## src/rtl/mem_arbiter.sv

```systemverilog
// mem_arbiter
// -----------------------------------------------------------------------------
// Two-requester arbiter and sequencer in front of a single-port synchronous
// sample RAM. The RAM has a 1-cycle registered read and returns old data on a
// read-during-write. Port 0 is the capture side and port 1 is the
// playback/CPU side.
//
// At most one access is granted per cycle. The granted port's we/addr/wdata
// are driven to the RAM. A returning read word is steered to the port that
// issued the read, one cycle after the grant.
//
// Configuration macro:
//   MEM_ARBITER_FIXED_PRIO_EN - when defined, port 0 always wins a conflict
//                               and no round-robin pointer exists. When
//                               undefined (default), round-robin arbitration.
//
// Ports:
//   clk, rst_n                 clock, synchronous active-low reset
//   mX_req/we/addr/wdata       request side of port X (held until mX_gnt)
//   mX_gnt                     combinational accept for port X
//   mX_rvalid/rdata            read return for port X (rdata is 0 when idle)
//   mem_we/a/din               drive to the RAM
//   mem_dout                   read data from the RAM
// -----------------------------------------------------------------------------
module mem_arbiter #(
    parameter  int WORD_SIZE = 24,
    parameter  int N_WORDS   = 512,
    localparam int ADDR_W    = $clog2(N_WORDS)
) (
    input  logic                 clk,
    input  logic                 rst_n,

    input  logic                 m0_req,
    input  logic                 m0_we,
    input  logic [ADDR_W-1:0]    m0_addr,
    input  logic [WORD_SIZE-1:0] m0_wdata,
    output logic                 m0_gnt,
    output logic                 m0_rvalid,
    output logic [WORD_SIZE-1:0] m0_rdata,

    input  logic                 m1_req,
    input  logic                 m1_we,
    input  logic [ADDR_W-1:0]    m1_addr,
    input  logic [WORD_SIZE-1:0] m1_wdata,
    output logic                 m1_gnt,
    output logic                 m1_rvalid,
    output logic [WORD_SIZE-1:0] m1_rdata,

    output logic                 mem_we,
    output logic [ADDR_W-1:0]    mem_a,
    output logic [WORD_SIZE-1:0] mem_din,
    input  logic [WORD_SIZE-1:0] mem_dout
);

    logic rd_pend;
    logic rd_tag;

`ifdef MEM_ARBITER_FIXED_PRIO_EN

    // Port 0 always wins; port 1 only gets the RAM when port 0 is idle.
    always_comb begin
        m0_gnt = 1'b0;
        m1_gnt = 1'b0;
        if (rst_n) begin
            m0_gnt = m0_req;
            m1_gnt = m1_req && !m0_req;
        end
    end

`else

    logic prio;

    // Round-robin pointer: after serving port k, favour the other port.
    always_ff @(posedge clk) begin
        if (!rst_n) begin
            prio <= 1'b0;
        end else if (m0_gnt) begin
            prio <= 1'b1;
        end else if (m1_gnt) begin
            prio <= 1'b0;
        end
    end

    // A lone requester always wins; on conflict the favoured port wins.
    always_comb begin
        m0_gnt = 1'b0;
        m1_gnt = 1'b0;
        if (rst_n) begin
            if (m0_req && m1_req) begin
                m0_gnt = !prio;
                m1_gnt = prio;
            end else begin
                m0_gnt = m0_req;
                m1_gnt = m1_req;
            end
        end
    end

`endif

    // Only the granted port reaches the RAM, so no same-cycle read/write
    // conflict is possible. With no grant the bus is parked at zero.
    always_comb begin
        mem_we  = 1'b0;
        mem_a   = '0;
        mem_din = '0;
        if (m0_gnt) begin
            mem_we  = m0_we;
            mem_a   = m0_addr;
            mem_din = m0_wdata;
        end else if (m1_gnt) begin
            mem_we  = m1_we;
            mem_a   = m1_addr;
            mem_din = m1_wdata;
        end
    end

    // Remember that a read went to the RAM this cycle, and which port owns
    // it. The RAM output is valid exactly one cycle later. Reset drops any
    // read that is in flight.
    always_ff @(posedge clk) begin
        if (!rst_n) begin
            rd_pend <= 1'b0;
            rd_tag  <= 1'b0;
        end else begin
            rd_pend <= (m0_gnt && !m0_we) || (m1_gnt && !m1_we);
            rd_tag  <= m1_gnt;
        end
    end

    // Read data is passed straight through from the RAM. Each port sees it
    // only while it owns the return, so both rdata buses are 0 otherwise.
    always_comb begin
        m0_rvalid = rst_n && rd_pend && !rd_tag;
        m1_rvalid = rst_n && rd_pend &&  rd_tag;
        m0_rdata  = m0_rvalid ? mem_dout : '0;
        m1_rdata  = m1_rvalid ? mem_dout : '0;
    end

endmodule

```

## config.mk

```make
export PLATFORM = sky130hd
export DESIGN_NAME = mem_arbiter
export DESIGN_NICKNAME = d
export VERILOG_FILES = /design/src/rtl/mem_arbiter.sv
export SDC_FILE = /design/constraint.sdc
export NUM_CORES = 1
export LEC_CHECK = 0
export BUFFER_PORTS_ARGS = -buffer_cell sky130_fd_sc_hd__buf_2
export CAP_MARGIN = 20
export CORE_ASPECT_RATIO = 0.75
export CORE_MARGIN = 4
export CORE_UTILIZATION = 25
export CTS_BUF_LIST = sky130_fd_sc_hd__clkbuf_16
export CTS_CLUSTER_SIZE = 28
export DETAILED_ROUTE_END_ITERATION = 6
export GPL_ROUTABILITY_DRIVEN = 0
export PLACE_DENSITY = 0.77
export SYNTH_ARGS = -nofsm -noshare
export SYNTH_HDL_FRONTEND = slang
export SYNTH_SLANG_ARGS = --single-unit
```

## constraint.sdc

```tcl
create_clock -name clk -period 0.9 [get_ports clk]
set_clock_uncertainty 0.05 [all_clocks]
set_input_delay 0.045 -clock clk [delete_from_list [all_inputs] [get_ports clk]]
set_output_delay 0.045 -clock clk [all_outputs]
set_load 0.05 [all_outputs]
```

### After elaboration in Yosys (flattened, before gate mapping)

Index checks and enable logic that the tools add are counted.

* input port bits: 96
* output and inout bits: 86
* bits in registers: 3
* logic and storage cells: 29

* reduce and logical (&&, ||, !) cells: 12
* muxes and demuxes: 14

Operator list (count)
* $mux W24: 4
* $mux W9: 2
* $mux W1: 8
* $logic_and A1 B1 Y1: 6
* $logic_not A1 Y1: 4
* $reduce_bool A2 Y1: 1
* $logic_or A1 B1 Y1: 1

### Longest topological paths before layout

Gate-level depths: netlist (run 1).

* depth in word-level cells: 5
* gate-level depth with buffers: 5
* mapped depth without buffers: 3

### Worst setup path before layout (run 1)

No wires, ideal clock.

* path kind: register to output
* start point: reg prio
* end point: out mem_a[1]
* required time: 0.805 ns
* path slack: -0.667 ns
* stages on the path, launching flop included: 5
* buffers on the path: 1
* arrival time: 1.472 ns
* cell sequence: dfxtp_1 > nand2b_2 > nand2_4 > buf_6 > o22ai_1

* cells in the longest elaborated chain, start to end: 4
* elaborated cells on any way between the ends: 7
* classes of those cells: mux (6); reduce/logical (1)

Ends and longest elaborated chain
* from (decl): line 72 `logic prio;`
* from (signal assigned): line 77 `prio <= 1'b0;`
* from (signal assigned): line 79 `prio <= 1'b1;`
* from (signal assigned): line 81 `prio <= 1'b0;`
* $mux W1 / $logic_not A1 Y1 (equally long branches): line 90, 91
* $mux W1 (on tied branches): line 89, 90
* $mux W9 / $mux W1 (equally long branches): line 112, 89
* $mux W9 (*): line 108 `if (m0_gnt) begin`
* to (decl): line 50 `output logic [ADDR_W-1:0] mem_a,`

Every way passes the cells marked *; elsewhere a longest branch is shown, timed or not.

### Worst setup path in the final report (run 1)

* start point: reg prio
* end point: out mem_din[14]

* cells in the longest elaborated chain, start to end: 4
* elaborated cells on any way between the ends: 7
* classes of those cells: mux (6); reduce/logical (1)

Ends and longest elaborated chain
* $mux W1 / $logic_not A1 Y1 (equally long branches): line 90, 91
* $mux W1 (on tied branches): line 89, 90
* $mux W24 / $mux W1 (equally long branches): line 112, 89
* $mux W24 (*): line 108
* to (decl): line 51 `output logic [WORD_SIZE-1:0] mem_din,`

Marked as above.

==> impl_metrics.py, run 1 <==
metrics = {
    "timing": {
        "max_slew_margin": 0.845,
        "setup_viol": 88,
        "setup_tns_ps": -40450,
        "setup_slack_ps": -600,
        "rsz0062_at_grt": "true",
        "fmax_ghz": 0.667,
        "drv_slew": 0,
        "post-route-period-util": 1.67,
        "holdWs_ps": 130,
        "worst_slew_pin_slew_ps": 233,
        "finalCriticalPeriod_ps": 1500,
        "hold_violations": 0,
    },
    "setup_path": {
        "worstPathArrival_ps": 1410,
        "cp_max_fo": 7,
        "reg2reg_slack_ps": -280,
        "crit_path_end_kind": "primary output",
        "path_class": "register to primary output",
        "max_stage_delay_ps": 330,
        "crit_chain": "nand2b_4, nand2_8, clkbuf_16, o22ai_4, buf_6",
        "reg2reg_to": "rd_pend",
        "startpoint_type": "register",
        "timing.rr.start": "prio",
        "cp-startpoint": "prio",
        "worstPathRequired_ps": 810,
        "slowest_stage": "dfxtp_2",
        "reg2reg_depth": 5,
    },
    "synth": {
        "synth_area_per_cell_um2": 5.81,
        "syn-instance-count": 186,
        "synth_top_area_frac": 0.278,
        "synth-seq-cells": 3,
        "synth_area_leaders": "and2_1 (28%), nand2_1 (24%), o22ai_1 (20%), buf_6 (6.2%), dfxtp_1 (5.6%)",
        "synth-seq-area-share": 0.0556,
        "ys_types": 17,
        "syn_area_mm2": 0.00108,
        "syn-num-nets": 282,
        "synth_area_leader_cell": "and2_1",
        "yosysWarnings": 0,
    },
    "drt": {
        "via_per_inst": 5.17,
        "ant_nets": 0,
        "wl_per_cell_um": 21.6,
        "drc": 0,
        "drt-total-wl_um": 9430,
        "first_iter_violations": 150,
        "vias": 2254,
        "first_pass_iters": 4,
    },
    "worst_hold_path": {
        "min_path_cells": 3,
        "min_from": "m1_we",
        "hold_end": "rd_pend",
        "hold_class": "primary input to register",
    },
    "floorplanning": {
        "start_util": 0.263,
        "die_h_um": 65.0,
        "die_x_um": 83.9,
        "io_pins": 182,
        "core_mm2": 0.00410,
        "rows": 20,
        "die_area_mm2": 0.00545,
    },
    "final_layout": {
        "diodes": 0,
        "utilization": 0.937,
        "drive_gt1_frac": 0.806,
        "layout_commonest_cell": "buf_2",
        "final_area_mm2": 0.00384,
        "fin_cells": 436,
        "nNetsFinal": 478,
        "area_growth_pct": 256,
        "final_cell_mix": "buf_2 (95), nand2_1 (68), buf_8 (55)",
    },
    "clock_tree": {
        "cts_buffers": 3,
        "htreeDepth": 1,
        "numClockSinks": 3,
        "clk_path_buf_depth": 2,
        "cts-root-buf": "clkbuf_16",
        "clk_latency_ps": 220,
        "tritoncts": "built",
        "path_clk_slew_ps": 30,
    },
    "pwr": {
        "switching_power_mw": 1.38,
        "peakVddDrop_uv": 617,
        "p_int_mw": 1.67,
        "combPwrFrac": 0.719,
        "p_per_area_mw_per_mm2": 792,
        "leakagePower_nw": 1.78,
        "p_seq_frac": 0.051,
        "p_sw_frac": 0.452,
        "clkPwrFrac": 0.230,
    },
    "placement": {
        "port_buffers": 181,
        "dpl-instance-area_mm2": 0.00267,
        "dp_hpwl_um": 4740,
        "dpl.cell_count": 415,
    },
    "grt": {
        "grt_usage": 0.275,
        "grt_pass1_vias": 2219,
        "grt_pass1_wl_um": 11900,
        "antenna_found_initial": 0,
        "grt_max_degree": 51,
        "overflow": 0,
    },
    "run": {
        "max-cap-violations": 0,
    },
    "status": {
        "status": "complete, but fails checks",
        "violations": "setup timing",
    },
}
logic make-up after synthesis:
family | Yosys count | share of synthesized area
and+or+nand+nor | 128 | 0.590
AOI/OAI and AO/OA | 36 | 0.216
buffers and inverters | 19 | 0.138
DFF | 3 | 0.0556
cell type report:
class / instances / area [µm²]
repair buffers: 206 / 2100
multi-input cells: 167 / 1520
fillers: 139 / 260
clock buffers: 3 / 75.1
flip-flops and latches: 3 / 68.8
well taps: 55 / 68.8
clock inverters: 1 / 3.75
inverters: 1 / 3.75
repair_timing:
action / CTS / global route
buffers inserted: 0 / 5
hold buffers: 1 / 0
hold endpoints to repair: 1 / 0
endpoints found under the setup margin: 88 / 88
pin swaps: 7 / 12
gates cloned: 5 / 6
gates resized for setup: 230 / 11
power groups by stage:
stage / combinational, mW / clock (mW) / sequential, mW
3_3_place_gp: 1.62 / 0 / 0.152
2_1_floorplan: 1.24 / 0 / 0.152
3_5_place_dp: 1.64 / 0 / 0.153
4_1_cts: 1.95 / 0.703 / 0.155
5_1_grt: 2.26 / 0.731 / 0.156
6_report: 2.19 / 0.701 / 0.155
state kept, by name (all words and copies together) (netlist names):
register,count
rd_tag,1
rd_pend,1
prio,1
worst max-delay path: cells and delay by family, from the launching register on:
family                 cells  cell delay, ps
flip-flops                 1             330
AO/OA/AOI/OAI              1             180
AND/OR/NAND/NOR            2             280
buffers and inverters      2             390
per-stage QoR:
step / setup slack [ps] / power [mW]
CTS: -535 / 2.81
detailed placement: -373 / 1.80
global route: -639 / 3.15
floorplan: -276 / 1.39
finish: -600 / 3.05
global placement: -347 / 1.78
synth_stat cells:
cell and instances:
buf_4 7, inv_2 1, and2_1 48, buf_2 5, nand2b_1 2, o22ai_1 34
dfxtp_1 3, nand2_4 1, buf_6 6, nand2b_2 1, nand2_1 69, nor2_1 3
nand2_2 2, and3_4 1, a21oi_1 1, o32ai_2 1, nor2_4 1
how the worst max path moves through the flow:
stage / to / slack [ps] / cells after the start
2_1_floorplan: mem_a[8] / -280 / 3
3_3_place_gp: mem_din[23] / -350 / 5
3_5_place_dp: mem_a[8] / -370 / 5
4_1_cts: mem_din[3] / -540 / 5
5_1_grt: mem_din[14] / -640 / 5
6_report: mem_din[14] / -600 / 5
routing by layer:
| layer | track usage | part of all wire |
|---|---|---|
| met1 | 0.310 | 0.35 |
| met2 | 0.517 | 0.53 |
| met3 | 0.0559 | 0.078 |
| met4 | 0.0964 | 0.038 |
| met5 | 0 | 0 |
(Power assumes the default switching activity.)
==> run 2: changes to the inputs <==
- PLACE_DENSITY: 0.77 -> 0.81
==> run 2 against run 1 <==
- the run still ends with setup timing left
- clock power decreased by 0.7%
- routed wire length decreased by 21%
- sequential share of layout area increased by 0.11 points
- power decreased by 6.6%
- sequential power about the same
- flip-flop and latch count unchanged
- first-iteration DRC count decreased by 47%
- global-route usage decreased by 2.0 points
- utilization decreased by 5.3 points
- register-to-register slack improved by 70 ps
- critical path type unchanged
- largest cell class unchanged
- highest routed layer unchanged
==> impl_metrics.py, run 2 (synthesis gave the netlist of run 1 again) <==
metrics = {
    "status": {
        "status": "complete, but fails checks",
        "violations": "setup timing",
    },
    "run": {
        "max-cap-violations": 0,
    },
    "clock_tree": {
        "htreeDepth": 1,
        "clk_latency_ps": 220,
        "path_clk_slew_ps": 30,
        "tritoncts": "built",
        "cts_buffers": 3,
        "numClockSinks": 3,
        "cts-root-buf": "clkbuf_16",
        "clk_path_buf_depth": 2,
    },
    "setup_path": {
        "worstPathArrival_ps": 1330,
        "crit_chain": "nand2b_4, nand2_8, buf_12, o22ai_4, buf_6",
        "worstPathRequired_ps": 810,
        "reg2reg_slack_ps": -210,
        "slowest_stage": "dfxtp_2",
        "cp.buffers_inverters": 2,
        "cp_top_family": "flip-flops",
        "cp_max_fo": 9,
        "path_class": "register to primary output",
        "crit_path_end_kind": "primary output",
        "timing.rr.start": "prio",
        "startpoint_type": "register",
        "cp-startpoint": "prio",
        "max_stage_delay_ps": 340,
    },
    "final_layout": {
        "layout_commonest_cell": "buf_2",
        "final_cell_mix": "buf_2 (95), nand2_1 (69), buf_8 (54)",
        "register_area_um2": 68.8,
        "fin_cells": 429,
        "nNetsFinal": 471,
        "area_growth_pct": 235,
        "diodes": 0,
        "n_fill_cell": 194,
        "drive_gt1_frac": 0.805,
        "multi_input_area_mm2": 0.00151,
        "top_regs": "prio: 1 flops, rd_pend: 1 flops, rd_tag: 1 flops",
    },
    "drt": {
        "wl_per_cell_um": 17.3,
        "via_per_inst": 4.93,
        "first_pass_iters": 4,
        "ant_nets": 0,
        "drt-total-wl_um": 7430,
        "first_iter_violations": 79,
        "vias": 2115,
        "drc": 0,
    },
    "floorplanning": {
        "core_mm2": 0.00410,
        "rows": 20,
        "io_pins": 182,
        "die_x_um": 83.9,
        "die_h_um": 65.0,
        "start_util": 0.263,
        "die_area_mm2": 0.00545,
    },
    "timing": {
        "drv_slew": 0,
        "setup_slack_ps": -526,
        "rsz0062_at_grt": "true",
        "worst_slew_pin_slew_ps": 259,
        "max_slew_margin": 0.828,
        "finalCriticalPeriod_ps": 1430,
        "hold_violations": 0,
        "post-route-period-util": 1.58,
        "setup_viol": 88,
        "fmax_ghz": 0.701,
    },
    "grt": {
        "grt_max_degree": 47,
        "grt_pass1_vias": 2152,
        "grt_pass1_wl_um": 11100,
        "grt_usage": 0.256,
        "overflow": 0,
        "antenna_found_initial": 0,
    },
    "placement": {
        "dp_slack_ps": -392,
        "port_buffers": 181,
        "dpl.cell_count": 419,
        "dp_hpwl_um": 4980,
    },
    "pwr": {
        "p_per_area_mw_per_mm2": 784,
        "leakagePower_nw": 1.67,
        "peakVddDrop_uv": 643,
    },
    "worst_hold_path": {
        "hold_class": "primary input to register",
        "min_from": "m0_we",
    },
}
run 2: layout make-up:
cell class	count	area share
clock buffers	3	0.0207
multi-input cells	167	0.417
repair buffers	199	0.522
clock inverters	1	0.00104
flip-flops and latches	3	0.0190
inverters	1	0.00104
well taps	55	0.0190
run 2: through the flow:
stage	util	setup TNS [ps]	power, mW	hold WS, ps	instance area, µm²
2_1_floorplan	-	-14540	1.39	105	1740
3_3_place_gp	0.661	-24240	1.81	226	2710
3_5_place_dp	0.661	-26500	1.84	234	2710
4_1_cts	0.879	-38030	2.83	-1.59	3610
5_1_grt	0.884	-41390	2.96	11.5	3630
6_report	0.884	-38510	2.84	2.11	3630
run 2: worst register-to-register path, delay by kind of cell, from the launching register on:
family,cells,cell delay [ps]
flops,1,320
simple gates,2,270
compound gates,1,50
buf+inv,2,290
run 2: repair_timing:
item | 4_1_cts | 5_1_grt
endpoints found under the setup margin | 88 | 88
endpoints found under the hold margin | 1 | 0
gates cloned | 3 | 0
buffers inserted | 3 | 0
pin swaps | 10 | 7
gates resized for setup | 234 | 4
run 2: worst paths after layout:
check               endpoint  cells after the start
setup / recovery  mem_din[2]                      5
hold / removal       rd_pend                      2
setup reg to reg     rd_pend                      5
hold reg to reg         prio                      2
run 2: power breakdown:
part	internal [mW]	total [mW]	switching (mW)
clock	0.573	0.696	0.123
sequential	0.142	0.157	0.0155
combinational	0.844	1.99	1.15
total	1.56	2.84	1.28
run 2: layer usage:
metal,share of wire,track usage
met2,0.53,0.476
met1,0.36,0.289
met3,0.085,0.0623
met4,0.027,0.0783
met5,0,0
